--- src/rtl/vmem_fill.sv ---
// Rectangle-fill engine in front of the video-memory write port.
// CPU stores pass through with priority; the fill generates one {y, x} write per free cycle.
module vmem_fill #(
  parameter int WIDTH  = 240,
  parameter int HEIGHT = 240
) (
  input  logic        clk_i,
  input  logic        rst_ni,
  input  logic        reg_we_i,
  input  logic [3:0]  reg_addr_i,
  input  logic [31:0] reg_wdata_i,
  output logic [31:0] reg_rdata_o,
  input  logic        cpu_we_i,
  input  logic [15:0] cpu_addr_i,
  input  logic [2:0]  cpu_wdata_i,
  output logic        vmem_we_o,
  output logic [15:0] vmem_addr_o,
  output logic [2:0]  vmem_wdata_o,
  output logic        busy_o
);

  typedef enum logic {IDLE, RUN} state_e;

  localparam logic [8:0] WIDTH_L  = 9'(WIDTH);
  localparam logic [8:0] HEIGHT_L = 9'(HEIGHT);

  state_e      state_q;
  logic [31:0] rect_q;
  logic [2:0]  color_q;
  logic [7:0]  x0_q;
  logic [7:0]  w_q;
  logic [2:0]  fcol_q;
  logic [8:0]  x_q, x_d;
  logic [8:0]  y_q, y_d;
  logic [7:0]  cols_q, cols_d;
  logic [7:0]  rows_q, rows_d;
  logic        done_q;
  logic [15:0] count_q;
  logic [31:0] rdata_q, rdata_d;
  logic        vwe_q;
  logic [15:0] vaddr_q;
  logic [2:0]  vdata_q;

  logic [1:0]  sel;
  logic        wr_ctrl, start_req, abort_req;
  logic        visible, last_col, last_row;
  logic        unused_addr;

  assign sel         = reg_addr_i[3:2];
  assign unused_addr = ^reg_addr_i[1:0];
  assign wr_ctrl     = reg_we_i && (sel == 2'd0);
  // ABORT wins over START in the same CTRL write.
  assign abort_req   = wr_ctrl && reg_wdata_i[1];
  assign start_req   = wr_ctrl && reg_wdata_i[0] && !reg_wdata_i[1];

  // x/y are 9 bits wide so a rectangle running off the screen never wraps back in.
  assign visible  = (x_q < WIDTH_L) && (y_q < HEIGHT_L);
  assign last_col = (cols_q == 8'd1);
  assign last_row = (rows_q == 8'd1);

  always_comb begin
    x_d    = x_q + 9'd1;
    y_d    = y_q;
    cols_d = cols_q - 8'd1;
    rows_d = rows_q;
    if (last_col) begin
      x_d    = {1'b0, x0_q};
      y_d    = y_q + 9'd1;
      cols_d = w_q;
      rows_d = rows_q - 8'd1;
    end
  end

  always_comb begin
    rdata_d = 32'd0;
    case (sel)
      2'd0:    rdata_d = {30'd0, done_q, (state_q == RUN)};
      2'd1:    rdata_d = rect_q;
      2'd2:    rdata_d = {29'd0, color_q};
      default: rdata_d = {16'd0, count_q};
    endcase
  end

  always_ff @(posedge clk_i) begin
    if (!rst_ni) begin
      state_q <= IDLE;
      rect_q  <= 32'd0;
      color_q <= 3'd0;
      x0_q    <= 8'd0;
      w_q     <= 8'd0;
      fcol_q  <= 3'd0;
      x_q     <= 9'd0;
      y_q     <= 9'd0;
      cols_q  <= 8'd0;
      rows_q  <= 8'd0;
      done_q  <= 1'b0;
      count_q <= 16'd0;
      rdata_q <= 32'd0;
      vwe_q   <= 1'b0;
      vaddr_q <= 16'd0;
      vdata_q <= 3'd0;
    end else begin
      rdata_q <= rdata_d;
      vwe_q   <= 1'b0;

      if (reg_we_i && (sel == 2'd1)) rect_q  <= reg_wdata_i;
      if (reg_we_i && (sel == 2'd2)) color_q <= reg_wdata_i[2:0];

      if (cpu_we_i) begin
        vwe_q   <= 1'b1;
        vaddr_q <= cpu_addr_i;
        vdata_q <= cpu_wdata_i;
      end

      case (state_q)
        IDLE: begin
          if (start_req) begin
            count_q <= 16'd0;
            x_q     <= {1'b0, rect_q[7:0]};
            y_q     <= {1'b0, rect_q[15:8]};
            x0_q    <= rect_q[7:0];
            w_q     <= rect_q[23:16];
            cols_q  <= rect_q[23:16];
            rows_q  <= rect_q[31:24];
            fcol_q  <= color_q;
            if ((rect_q[23:16] == 8'd0) || (rect_q[31:24] == 8'd0)) begin
              done_q <= 1'b1;
            end else begin
              done_q  <= 1'b0;
              state_q <= RUN;
            end
          end
        end
        RUN: begin
          if (abort_req) begin
            state_q <= IDLE;
          end else if (!cpu_we_i) begin
            // Clipped pixels still consume the cycle so busy time depends only on w*h.
            if (visible) begin
              vwe_q   <= 1'b1;
              vaddr_q <= {y_q[7:0], x_q[7:0]};
              vdata_q <= fcol_q;
              count_q <= count_q + 16'd1;
            end
            x_q    <= x_d;
            y_q    <= y_d;
            cols_q <= cols_d;
            rows_q <= rows_d;
            if (last_col && last_row) begin
              state_q <= IDLE;
              done_q  <= 1'b1;
            end
          end
        end
        default: state_q <= IDLE;
      endcase
    end
  end

  assign reg_rdata_o  = rdata_q;
  assign vmem_we_o    = vwe_q;
  assign vmem_addr_o  = vaddr_q;
  assign vmem_wdata_o = vdata_q;
  assign busy_o       = (state_q == RUN);

endmodule

--- config.mk ---
export PLATFORM = sky130hd
export DESIGN_NAME = vmem_fill
export DESIGN_NICKNAME = d
export VERILOG_FILES = /design/src/rtl/vmem_fill.sv
export SDC_FILE = /design/constraint.sdc
export NUM_CORES = 1
export LEC_CHECK = 0
export ABC_AREA = 1
export CAP_MARGIN = 5
export CORE_AREA = 2 2 147 149
export CTS_CLUSTER_SIZE = 28
export DETAILED_ROUTE_END_ITERATION = 10
export DIE_AREA = 0 0 149 151
export PLACE_DENSITY = 0.65
export SLEW_MARGIN = 20
export SYNTH_ARGS = -nofsm -noshare
export SYNTH_HDL_FRONTEND = slang
export SYNTH_SLANG_ARGS = --single-unit
--- constraint.sdc ---
create_clock -name clk_i -period 4.5 [get_ports clk_i]
set_input_delay 0.45 -clock clk_i [delete_from_list [all_inputs] [get_ports clk_i]]
set_output_delay 0.45 -clock clk_i [all_outputs]
set_load 0.02 [all_outputs]
* Word-level counts from Yosys, hierarchy flattened
Cells that the tools add are included.
** Storage, ports and cells
- Bits in registers :: 158
- Bits in latches :: 0
- Bits in writable memories :: 0
- ROM bits :: 0
- Output and inout bits :: 53
- Memories kept :: 0
** Cells by class
- $add $sub $neg :: 5
- Multipliers :: 0
- Divide/modulo/power cells :: 0
- Magnitude comparators :: 2
- Equal/unequal tests :: 10
- Shift-type cells :: 0
- Multiplexer cells :: 53
- Bitwise operators :: 1
- Reduce and logical (&&, ||, !) cells :: 18
** Operator list (count)
- 2-to-1 mux 16 bit :: 9
- one-hot mux 32 bit (3 select lines) :: 1
- 2-to-1 mux 9 bit :: 8
- 2-to-1 mux 8 bit :: 8
- one-hot mux 9 bit (2 select lines) :: 2
- one-hot mux 16 bit (2 select lines) :: 1
- one-hot mux 8 bit (2 select lines) :: 2
- adder 9 x 1 -> 9 bit, second input constant :: 2
- less-than comparator 9 x 8 -> 1 bit, second input constant :: 2
- adder 16 x 1 -> 16 bit, second input constant :: 1
- == test 8 x 1 -> 1 bit, second input constant :: 2
- logical NOT 8 bit :: 2
- subtractor 8 x 1 -> 8 bit, second input constant :: 2
- 2-to-1 mux 1 bit :: 15
- 2-to-1 mux 3 bit :: 5
- AND reduction 4 bit :: 3
- logical AND 1 bit :: 8
- inequality test 2 x 1 -> 1 bit, second input constant :: 3
- inequality test 2 bit, second input constant :: 3
- one-hot mux 1 bit (2 select lines) :: 2
- AND reduction 3 bit :: 1
- == test 2 x 1 -> 1 bit, second input constant :: 1
- == test 2 bit, second input constant :: 1
- logical NOT 2 bit :: 1
- other kinds (4) :: 4

* Logic depth before layout (Yosys ltp)
Gate-level depths: netlist (run 1).
- Depth in word-level cells :: 6
- Gate-level depth with buffers :: 11
- Mapped depth without buffers :: 11

* Least setup slack after synthesis (run 1)
Ideal clock, no wire load.
- Kind :: input -> register
- Start :: in reg_addr_i[2]
- End :: reg x_q[5]
- Data arrival time :: 1.457 ns
- Required time :: 4.378 ns
- Path slack :: 2.920 ns
- Stages :: 10
- Path buffers :: 2
- Cells stage by stage :: buf_2 > inv_2 > nand2_2 > nor2_4 > nand3_4 > nand2_8 > inv_2 > buf_4 > a21oi_1 > a21oi_1
** On the way
- Word-level cells in the longest chain between the ends :: 6
- Elaborated cells between the ends (all ways) :: 8
- Classes of those cells :: eq/ne: 2; reduce/logical: 6
** Ends and longest elaborated chain
- start: declaration :: RTL line 10 : input logic [3:0] reg_addr_i,
- logical NOT 2 bit (*) :: RTL line 51 : assign wr_ctrl = reg_we_i && (sel == 2'd0);
- logical AND 1 bit (*) :: RTL line 51
- logical AND 1 bit (2 in series) :: RTL line 54 : assign start_req = wr_ctrl && reg_wdata_i[0] && !reg_wdata_i[1];
- inequality test 2 bit (no line)
- AND reduction 3 bit (no line) (*)
- end signal: assignment :: RTL line 119 : x_q <= {1'b0, rect_q[7:0]};
- end: declaration :: RTL line 33 : logic [8:0] x_q, x_d;
Mark *: on every way between the ends. The rest lies on a longest branch, timed or not.
A chain may end at the register's enable or synchronous reset.

* Worst setup path in the final report (run 1)
- Start :: in reg_addr_i[2]
- End :: reg rect_q[0]
** On the way
- Word-level cells in the longest chain between the ends :: 2
** Ends and longest elaborated chain
- == test 2 x 1 -> 1 bit :: RTL line 106 : if (reg_we_i && (sel == 2'd1)) rect_q <= reg_wdata_i;
- logical AND 1 bit :: RTL line 106
- end signal: assignment :: RTL line 106
- end: declaration :: RTL line 28 : logic [31:0] rect_q;
No other way between the ends.

==> results of run 1 <==
[power by group]
part | total, µW | switching (µW) | internal (µW) | leakage [µW]
Clock | 1430 | 629 | 802 | 0.000274
Combinational | 283 | 163 | 120 | 0.00191
Sequential | 1470 | 31.1 | 1440 | 0.00128
Total | 3180 | 823 | 2360 | 0.00347
[kinds of logic after synthesis]
logic type	after synthesis	share of synthesized area
buffers and inverters	174	0.0969
XOR/XNOR	13	0.0157
flip-flops	158	0.436
AND/OR/NAND/NOR	386	0.240
AO/OA/AOI/OAI	276	0.200
adder cells (fa/ha/maj)	7	0.0121
[synthesized netlist by cell type, types with 10 or more instances]
master    number  area, µm²
a21oi_1      127        636
nand3_1       70        350
xor2_1        11       96.3
inv_1        110        413
nand2_1      186        698
dfxtp_1      158       3160
buf_2         10       50.1
nor3_1        25        125
clkbuf_1      35        131
nor2_1        71        267
o21ai_0      114        571
[metal layers]
metal,global-route usage,wire [µm]
met1,0.237,9350
met2,0.306,9640
met3,0.0401,1060
met4,0.0448,218
met5,0,0
[area by class of cell]
class	instances	share of cell area
Multi-Input combinational cell	682	0.375
Sequential cell	158	0.349
Timing Repair Buffer	114	0.124
Clock buffer	19	0.0500
Inverter	119	0.0493
Tap cell	275	0.0380
Clock inverter	13	0.0144
[worst max-delay path: cells and delay by family]
family	cells	cell delay (ns)
buffers and inverters	3	1.75
and+or+nand+nor	2	0.77
AOI/OAI and AO/OA	2	0.24
[placed cells by master, fill, tap and decap left out, types with 8 or more instances in the layout]
cell type	count
inv_2	9
o22ai_1	9
nor2_1	71
clkdlybuf4s50_1	108
nand2_1	185
clkbuf_16	17
xor2_1	11
o21ai_0	114
nand4_1	9
dfxtp_1	157
nor3_1	25
inv_1	110
a21oi_1	127
nand3_1	70
o211ai_1	8
[flip-flops by register name, indices dropped and copies added, names as in the netlist, 3 cells and up]
register,cells
vmem_wdata_o,3
reg_rdata_o,32
vmem_addr_o,16
rect_q,32
cols_q,8
rows_q,8
fcol_q,3
x_q,9
color_q,3
x0_q,8
count_q,16
w_q,8
y_q,9
[final timing paths]
path | startpoint | slack [ns] | end | depth (start not counted)
setup / recovery | reg_addr_i[2] | 1.57 | rect_q[0]$_SDFFE_PN0P_ | 7
hold / removal | w_q[2]$_SDFFE_PN0P_ | 0.45 | w_q[2]$_SDFFE_PN0P_ | 2
setup reg to reg | busy_o$_SDFF_PN0_ | 2.36 | y_q[0]$_SDFFE_PN0P_ | 6
hold reg to reg | w_q[2]$_SDFFE_PN0P_ | 0.45 | w_q[2]$_SDFFE_PN0P_ | 2
[stage by stage]
stage | instances | hold WS, ns
6_report | 1380 | 0.453
4_1_cts | 1380 | 0.457
2_1_floorplan | 1014 | 0.425
3_3_place_gp | 1348 | 0.442
3_5_place_dp | 1348 | 0.447
5_1_grt | 1380 | 0.475
==> results.sh, run 1 <==
export IMPL_cts_max_level=4
export IMPL_final_max_slew_viol_count=0
export IMPL_period_minus_slack_ns=2.93
export IMPL_cts_made_buffers=17
export IMPL_yosysUniqueCellTypes=39
export IMPL_yosysWarnings=0
export IMPL_worst_setup_path_end_kind="register"
export IMPL_dp_slack_ns=1.15
export IMPL_cts_tree="yes"
export IMPL_power_uw=3180
export IMPL_rsz0062_at_grt="no"
export IMPL_netlist_area_um2=7250
export IMPL_die_w_um=149
export IMPL_regArea_um2=3160
export IMPL_finalCoreUtilization=0.435
export IMPL_worstMarginPinSlew_ns=0.998
export IMPL_io_pins=112
export IMPL_drtIter0Drc=440
export IMPL_cts_buffer_depth=2
export IMPL_critPathMaxFanout=48
export IMPL_fin_worst_skew_ns=0.00822
export IMPL_critPathArrivalTime_ns=3.25
export IMPL_multiInputGateArea_um2=3400
export IMPL_avgSynthCellArea_um2=7.15
export IMPL_crit_chain="clkdlybuf4s50_1 > nand2_1 > inv_1 > nand2_2 > buf_4 > o21ai_0 > a21oi_1"
export IMPL_place_gp_congestion=0.865
export IMPL_postCtsSetupRepairBufs=0
export IMPL_wire_per_inst_um=14.7
export IMPL_viasPerCell=4.92
export IMPL_worstPathRequired_ns=4.82
export IMPL_relSlewSlack=0.334
export IMPL_ys_seq_elements=158
export IMPL_hpwlAfterDp_mm=13.7
export IMPL_die_area_um2=22500
export IMPL_path_clk_slew_ns=0.06
export IMPL_grt_max_degree=68
export IMPL_synth_nets=1080
export IMPL_grt_pass1_wl_mm=32.2
export IMPL_hold_viol=0
export IMPL_rows=53
export IMPL_initial_utilization=0.348
export IMPL_synth_main_ff_cell="dfxtp_1"
export IMPL_grt_pass1_vias=6231
export IMPL_cts_resized=0
export IMPL_clk_latency_ns=0.43
export IMPL_core_area_um2=20800
export IMPL_antenna_found_initial=0
export IMPL_setup_ws_ns=1.57
export IMPL_via_count=6790
export IMPL_setup_tns_ns=0
export IMPL_final_cell_area_um2=9060
export IMPL_max_cap_violations=0
export IMPL_nets=1158
export IMPL_post_dp_cell_area_um2=8470
export IMPL_crit_path_max_incr_delay_ns=0.91
export IMPL_path_class="in -> reg"
export IMPL_ys_seq_area_frac=0.436
export IMPL_drive_above_1_share=0.0652
export IMPL_period_share=0.651
export IMPL_antennaDiodeCount=0
export IMPL_slowest_stage="clkdlybuf4s50_1"
export IMPL_hp_class="reg -> reg"
export IMPL_synth_edf_count=0
export IMPL_root_buffer="clkbuf_16"
export IMPL_globalRouteOverflowTotal=0
export IMPL_track_usage=0.181
export IMPL_synth_cells=1014
export IMPL_drc=0
export IMPL_routed_wl_mm=20.3
export IMPL_ctsHoldBuffers=0
export IMPL_critPathLaunchType="input pin"
export IMPL_setup_viol=0
export IMPL_fmax_mhz=341
export IMPL_dr_pass1_iters=4
export IMPL_die_height_um=151
export IMPL_async_reset_ff_frac=0
export IMPL_port_buffers=109
export IMPL_n_fill_cell=2149
export IMPL_area_growth_pct=24.9
export IMPL_p_leak_uw=0.00347
export IMPL_ant_nets=0
export IMPL_ir_worst_vdd_uv=310
export IMPL_cts_sinks=158
export IMPL_outcome="completed"
export IMPL_power_density_nw_per_um2=352
No activity file was read; power rests on OpenSTA's default activity.
==> run 2: changes to the inputs <==
--- a/config.mk
+++ b/config.mk
@@ -11,7 +11,7 @@
 export CTS_CLUSTER_SIZE = 28
 export DETAILED_ROUTE_END_ITERATION = 10
 export DIE_AREA = 0 0 149 151
-export PLACE_DENSITY = 0.65
+export PLACE_DENSITY = 0.67
 export SLEW_MARGIN = 20
 export SYNTH_ARGS = -nofsm -noshare
 export SYNTH_HDL_FRONTEND = slang
==> constraint.sdc (replaced) <==
create_clock -name clk_i -period 2.6 [get_ports clk_i]
set_input_delay 0.26 -clock clk_i [delete_from_list [all_inputs] [get_ports clk_i]]
set_output_delay 0.26 -clock clk_i [all_outputs]
set_load 0.02 [all_outputs]
==> run 2 against run 1 <==
Die area stayed put. Sequential share of layout area is 0.69 points lower. Final area is 2.0% higher. Critical endpoint is now busy_o. Highest routed layer unchanged. Non-clock buffer count is 9 higher. Worst hold slack worse by 0.096 ns. Final cell count is 0.58% higher. Setup slack worse by 1.0 ns. Count of clock-buffer cells in the layout is 1 lower. Sequential cell count stayed put. First-iteration DRC count is 3.6% lower. Register-to-register slack worse by 1.7 ns. Via count is 1.3% higher.
==> results.sh, run 2 (synthesized netlist as in run 1, its figures left out) <==
export IMPL_outcome="completed"
export IMPL_r2r_cells=9
export IMPL_port_buffers=109
export IMPL_globalRouteOverflowTotal=0
export IMPL_cts_buffer_depth=2
export IMPL_root_buffer="clkbuf_16"
export IMPL_postCtsSetupRepairBufs=0
export IMPL_r2r_start="cols_q[1]$_SDFFE_PN0P_"
export IMPL_critPathLaunchType="register"
export IMPL_min_from="rst_ni"
export IMPL_rsz0062_at_grt="no"
export IMPL_ir_worst_vdd_uv=444
export IMPL_ant_nets=0
export IMPL_grt_pass1_vias=6451
export IMPL_dr_pass1_iters=5
export IMPL_die_height_um=151
export IMPL_fmax_mhz=488
export IMPL_die_area_um2=22500
export IMPL_clk_latency_ns=0.43
export IMPL_fin_worst_skew_ns=0.00728
export IMPL_grt_max_degree=98
export IMPL_power_uw=5930
export IMPL_worstMarginPinSlew_ns=0.686
export IMPL_hpwlAfterDp_mm=14.1
export IMPL_place_gp_congestion=0.844
export IMPL_relSlewSlack=0.542
export IMPL_cts_sinks=158
export IMPL_hp_class="in -> reg"
export IMPL_setup_viol=0
export IMPL_r2r_end="rows_q[0]$_SDFFE_PN0P_"
export IMPL_top_layer_used="met4"
export IMPL_die_w_um=149
export IMPL_stdcell_count=1388
export IMPL_drc=0
export IMPL_io_pins=112
export IMPL_max_cap_violations=0
export IMPL_path_class="reg -> out"
export IMPL_period_minus_slack_ns=2.05
export IMPL_area_growth_pct=27.4
export IMPL_worstPathRequired_ns=2.34
export IMPL_wl_met2_mm=9.64
export IMPL_wl_met1_mm=9.13
export IMPL_viasPerCell=4.95
export IMPL_p_leak_uw=0.00357
export IMPL_hold_depth=4
export IMPL_critPathMaxFanout=32
export IMPL_antenna_found_initial=0
export IMPL_wire_per_inst_um=14.6
export IMPL_drive_above_1_share=0.0719
export IMPL_met3_length_mm=1.20
export IMPL_drtIter0Drc=424
export IMPL_grt_pass1_wl_mm=32.7
export IMPL_cts_tree="yes"
export IMPL_period_share=0.789
export IMPL_setup_tns_ns=0
export IMPL_path_clk_slew_ns=0.07
export IMPL_initial_utilization=0.348
export IMPL_cts_max_level=4
export IMPL_core_area_um2=20800
export IMPL_rows=53
export IMPL_via_count=6877
export IMPL_antennaDiodeCount=0
export IMPL_track_usage=0.184
export IMPL_worst_setup_path_end_kind="output pin"
export IMPL_hold_path_end="rect_q[27]$_SDFFE_PN0P_"
export IMPL_cts_resized=0
export IMPL_finalCoreUtilization=0.444
export IMPL_layout_commonest_cell="nand2_1"
export IMPL_hold_viol=0
export IMPL_critPathArrivalTime_ns=1.79
export IMPL_cts_made_buffers=17
export IMPL_final_max_slew_viol_count=0
export IMPL_routed_wl_mm=20.3
export IMPL_r2r_slack_ns=0.71
export IMPL_power_density_nw_per_um2=641
export IMPL_dp_cells=1357
export IMPL_ctsHoldBuffers=0
export IMPL_mostFrequentLayoutCells="nand2_1, dfxtp_1, a21oi_1"
export IMPL_nets=1167
-- run 2: cell types whose count changed in the layout (fill, tap and decap cells not counted) --
cell	change
bufinv_16	+5
buf_4	+7
clkbuf_8	-1
buf_12	+2
clkinvlp_4	-2
inv_6	-5
nor2_2	+1
nor2_4	-1
clkinv_4	+2
-- run 2: report_power, final --
group	internal, µW	switching (µW)
Combinational	218	290
Sequential	2490	51.9
Clock	1830	1050
-- run 2: critical path, cell delays in order (launching register included) --
cell and delay [ns]:
dfxtp_2 0.35, buf_4 0.32, clkdlybuf4s50_1 0.67
-- run 2: metrics by stage --
step,hold slack [ns],cell area [µm²],setup WS [ns]
detailed placement,0.446,8560,0.358
floorplan,0.425,7250,1.13
finish,0.357,9240,0.550
CTS,0.371,9240,0.541
global placement,0.441,8560,0.369
global route,0.395,9240,0.477
-- run 2: final cells by class --
type                    instances  area [µm²]
flip-flops and latches        158        3160
clock buffers                  18         439
fillers                      2092       11600
well taps                     275         344
inverters                     119         447
repair buffers                123        1220
clock inverters                13         239
multi-input cells             682        3390
-- run 2: worst max-delay path by stage --
stage	startpoint	to	slack, ns	cells past startpoint
floorplan	busy_o$_SDFF_PN0_	cols_q[1]$_SDFFE_PN0P_	1.13	8
global placement	reg_addr_i[3]	rows_q[6]$_SDFFE_PN0P_	0.37	8
detailed placement	reg_addr_i[3]	rows_q[0]$_SDFFE_PN0P_	0.36	8
CTS	busy_o$_SDFF_PN0_	busy_o	0.54	2
global route	busy_o$_SDFF_PN0_	busy_o	0.48	2
finish	busy_o$_SDFF_PN0_	busy_o	0.55	2
-- run 2: routing by layer --
metal / vias to the layer above / global-route usage
met4: 0 / 0.0571
li1: 3516 / -
met2: 198 / 0.299
met5: - / 0
met3: 23 / 0.0413
met1: 3140 / 0.243
==> run 3: changes to the inputs <==
==> constraint.sdc (replaced) <==
create_clock -name clk_i -period 1.77 [get_ports clk_i]
set_input_delay 0.177 -clock clk_i [delete_from_list [all_inputs] [get_ports clk_i]]
set_output_delay 0.177 -clock clk_i [all_outputs]
set_load 0.02 [all_outputs]
==> run 3 against run 2 <==
Total power increased by 40%. Critical path depth unchanged. Count of clock-buffer cells in the layout down 1. Core utilization increased by 1.1 points. Non-clock buffer count up 30. Clock power is 32% higher. Via count rose by 1.7%. Largest cell class unchanged. Routed wire length increased by 1.2%. Global-route usage rose by 0.19 points.
==> results.sh, run 3 (synthesized netlist as in run 1, its figures left out) <==
export IMPL_core_area_um2=20800
export IMPL_final_max_slew_viol_count=0
export IMPL_setup_tns_ns=0
export IMPL_multiInputGateArea_um2=3390
export IMPL_hp_class="in -> reg"
export IMPL_finalCoreUtilization=0.455
export IMPL_setup_viol=0
export IMPL_period_minus_slack_ns=1.65
export IMPL_worstPathRequired_ns=1.59
export IMPL_dr_pass1_iters=5
export IMPL_hpwlAfterDp_mm=14.6
export IMPL_postCtsSetupRepairBufs=0
export IMPL_place_gp_congestion=0.861
export IMPL_cts_resized=1
export IMPL_layout_commonest_cell="nand2_1"
export IMPL_io_pins=112
export IMPL_cts_max_level=4
export IMPL_max_cap_violations=0
export IMPL_rsz0062_at_grt="no"
export IMPL_track_usage=0.185
export IMPL_pwr_share_seq=0.450
export IMPL_routed_wl_mm=20.5
export IMPL_viasPerCell=4.93
export IMPL_path_class="reg -> out"
export IMPL_ant_nets=0
export IMPL_die_height_um=151
export IMPL_crit_path_max_incr_delay_ns=0.42
export IMPL_grt_pass1_wl_mm=32.9
export IMPL_area_growth_pct=30.7
export IMPL_setup_ws_ns=0.123
export IMPL_critPathArrivalTime_ns=1.47
export IMPL_fmax_mhz=607
export IMPL_crit_chain="buf_12 > dlygate4sd2_1"
export IMPL_ir_worst_vdd_uv=595
export IMPL_critPathMaxFanout=38
export IMPL_p_clk_frac=0.456
export IMPL_period_share=0.931
export IMPL_antenna_found_initial=0
export IMPL_nets=1197
export IMPL_dp_slack_ns=-0.164
export IMPL_intPower_uw=6040
export IMPL_wire_per_inst_um=14.5
export IMPL_die_w_um=149
export IMPL_power_uw=8290
export IMPL_antennaDiodeCount=0
export IMPL_clk_latency_ns=0.44
export IMPL_initial_utilization=0.348
export IMPL_slowest_stage="dfxtp_2"
export IMPL_worstMarginPinSlew_ns=1.00
export IMPL_die_area_um2=22500
export IMPL_fin_worst_skew_ns=0.0164
export IMPL_drtIter0Drc=368
export IMPL_ctsHoldBuffers=0
export IMPL_hold_viol=0
export IMPL_via_count=6995
export IMPL_switching_share=0.271
export IMPL_cts_made_buffers=17
export IMPL_root_buffer="clkbuf_16"
export IMPL_outcome="completed"
export IMPL_worst_setup_path_end_kind="output pin"
export IMPL_globalRouteOverflowTotal=0
export IMPL_regArea_um2=3160
export IMPL_cts_buffer_depth=2
export IMPL_cts_tree="yes"
export IMPL_n_fill_cell=2094
export IMPL_grt_pass1_vias=6552
export IMPL_relSlewSlack=0.333
export IMPL_mostFrequentLayoutCells="nand2_1, dfxtp_1, a21oi_1"
export IMPL_post_dp_cell_area_um2=8870
export IMPL_p_switching_uw=2250
export IMPL_drive_above_1_share=0.0970
export IMPL_worst_path_buf_inv=2
export IMPL_drc=0
export IMPL_port_buffers=109
export IMPL_rows=53
export IMPL_power_density_nw_per_um2=875
export IMPL_power_frac_comb=0.093
export IMPL_path_clk_slew_ns=0.07
export IMPL_cts_sinks=158
export IMPL_final_cell_area_um2=9480
export IMPL_grt_max_degree=98
export IMPL_critPathLaunchType="register"
export IMPL_p_leak_uw=0.00373
export IMPL_critPathTopFamily="buffers and inverters"
[run 3: power groups by stage]
stage / combinational [µW] / sequential (µW) / clock (µW)
after CTS: 778 / 3730 / 3830
after detailed placement: 773 / 3810 / 0
final: 773 / 3730 / 3780
after floorplan: 379 / 3830 / 0
after global routing: 852 / 3750 / 3990
after global placement: 768 / 3810 / 0
[run 3: worst register-to-register path: cells and delay by family, from the launching register on]
| kind | cells | cell delay [ns] |
|---|---|---|
| buf+inv | 2 | 0.24 |
| flops | 1 | 0.38 |
| simple gates | 8 | 0.82 |
[run 3: layout make-up]
cell class / instances / share of cell area
clock buffers: 17 / 0.0449
multi-input cells: 682 / 0.358
well taps: 275 / 0.0363
inverters: 119 / 0.0471
flip-flops and latches: 158 / 0.334
clock inverters: 15 / 0.0190
repair buffers: 153 / 0.161
[run 3: routing by layer]
| metal | global-route usage | part of all wire | vias to the layer above |
|---|---|---|---|
| met4 | 0.0524 | 0.014 | 0 |
| met3 | 0.0401 | 0.054 | 20 |
| met5 | 0 | 0 | - |
| met2 | 0.307 | 0.48 | 170 |
| met1 | 0.244 | 0.45 | 3219 |
| li1 | - | - | 3586 |
[run 3: worst paths after layout]
path / endpoint / slack, ns / cells past startpoint / from
worst max-delay path: busy_o / 0.12 / 2 / busy_o$_SDFF_PN0_
worst min-delay path: rect_q[30]$_SDFFE_PN0P_ / 0.26 / 4 / rst_ni
worst max register to register: count_q[12]$_SDFFE_PN0P_ / 0.18 / 10 / y_q[5]$_SDFFE_PN0P_
worst min register to register: x0_q[2]$_SDFFE_PN0P_ / 0.46 / 2 / x0_q[2]$_SDFFE_PN0P_
[run 3: through the flow]
stage | std cells | hold WS [ns]
2_1_floorplan | 1014 | 0.342
3_3_place_gp | 1387 | 0.441
3_5_place_dp | 1387 | 0.445
4_1_cts | 1419 | 0.287
5_1_grt | 1419 | 0.293
6_report | 1419 | 0.262
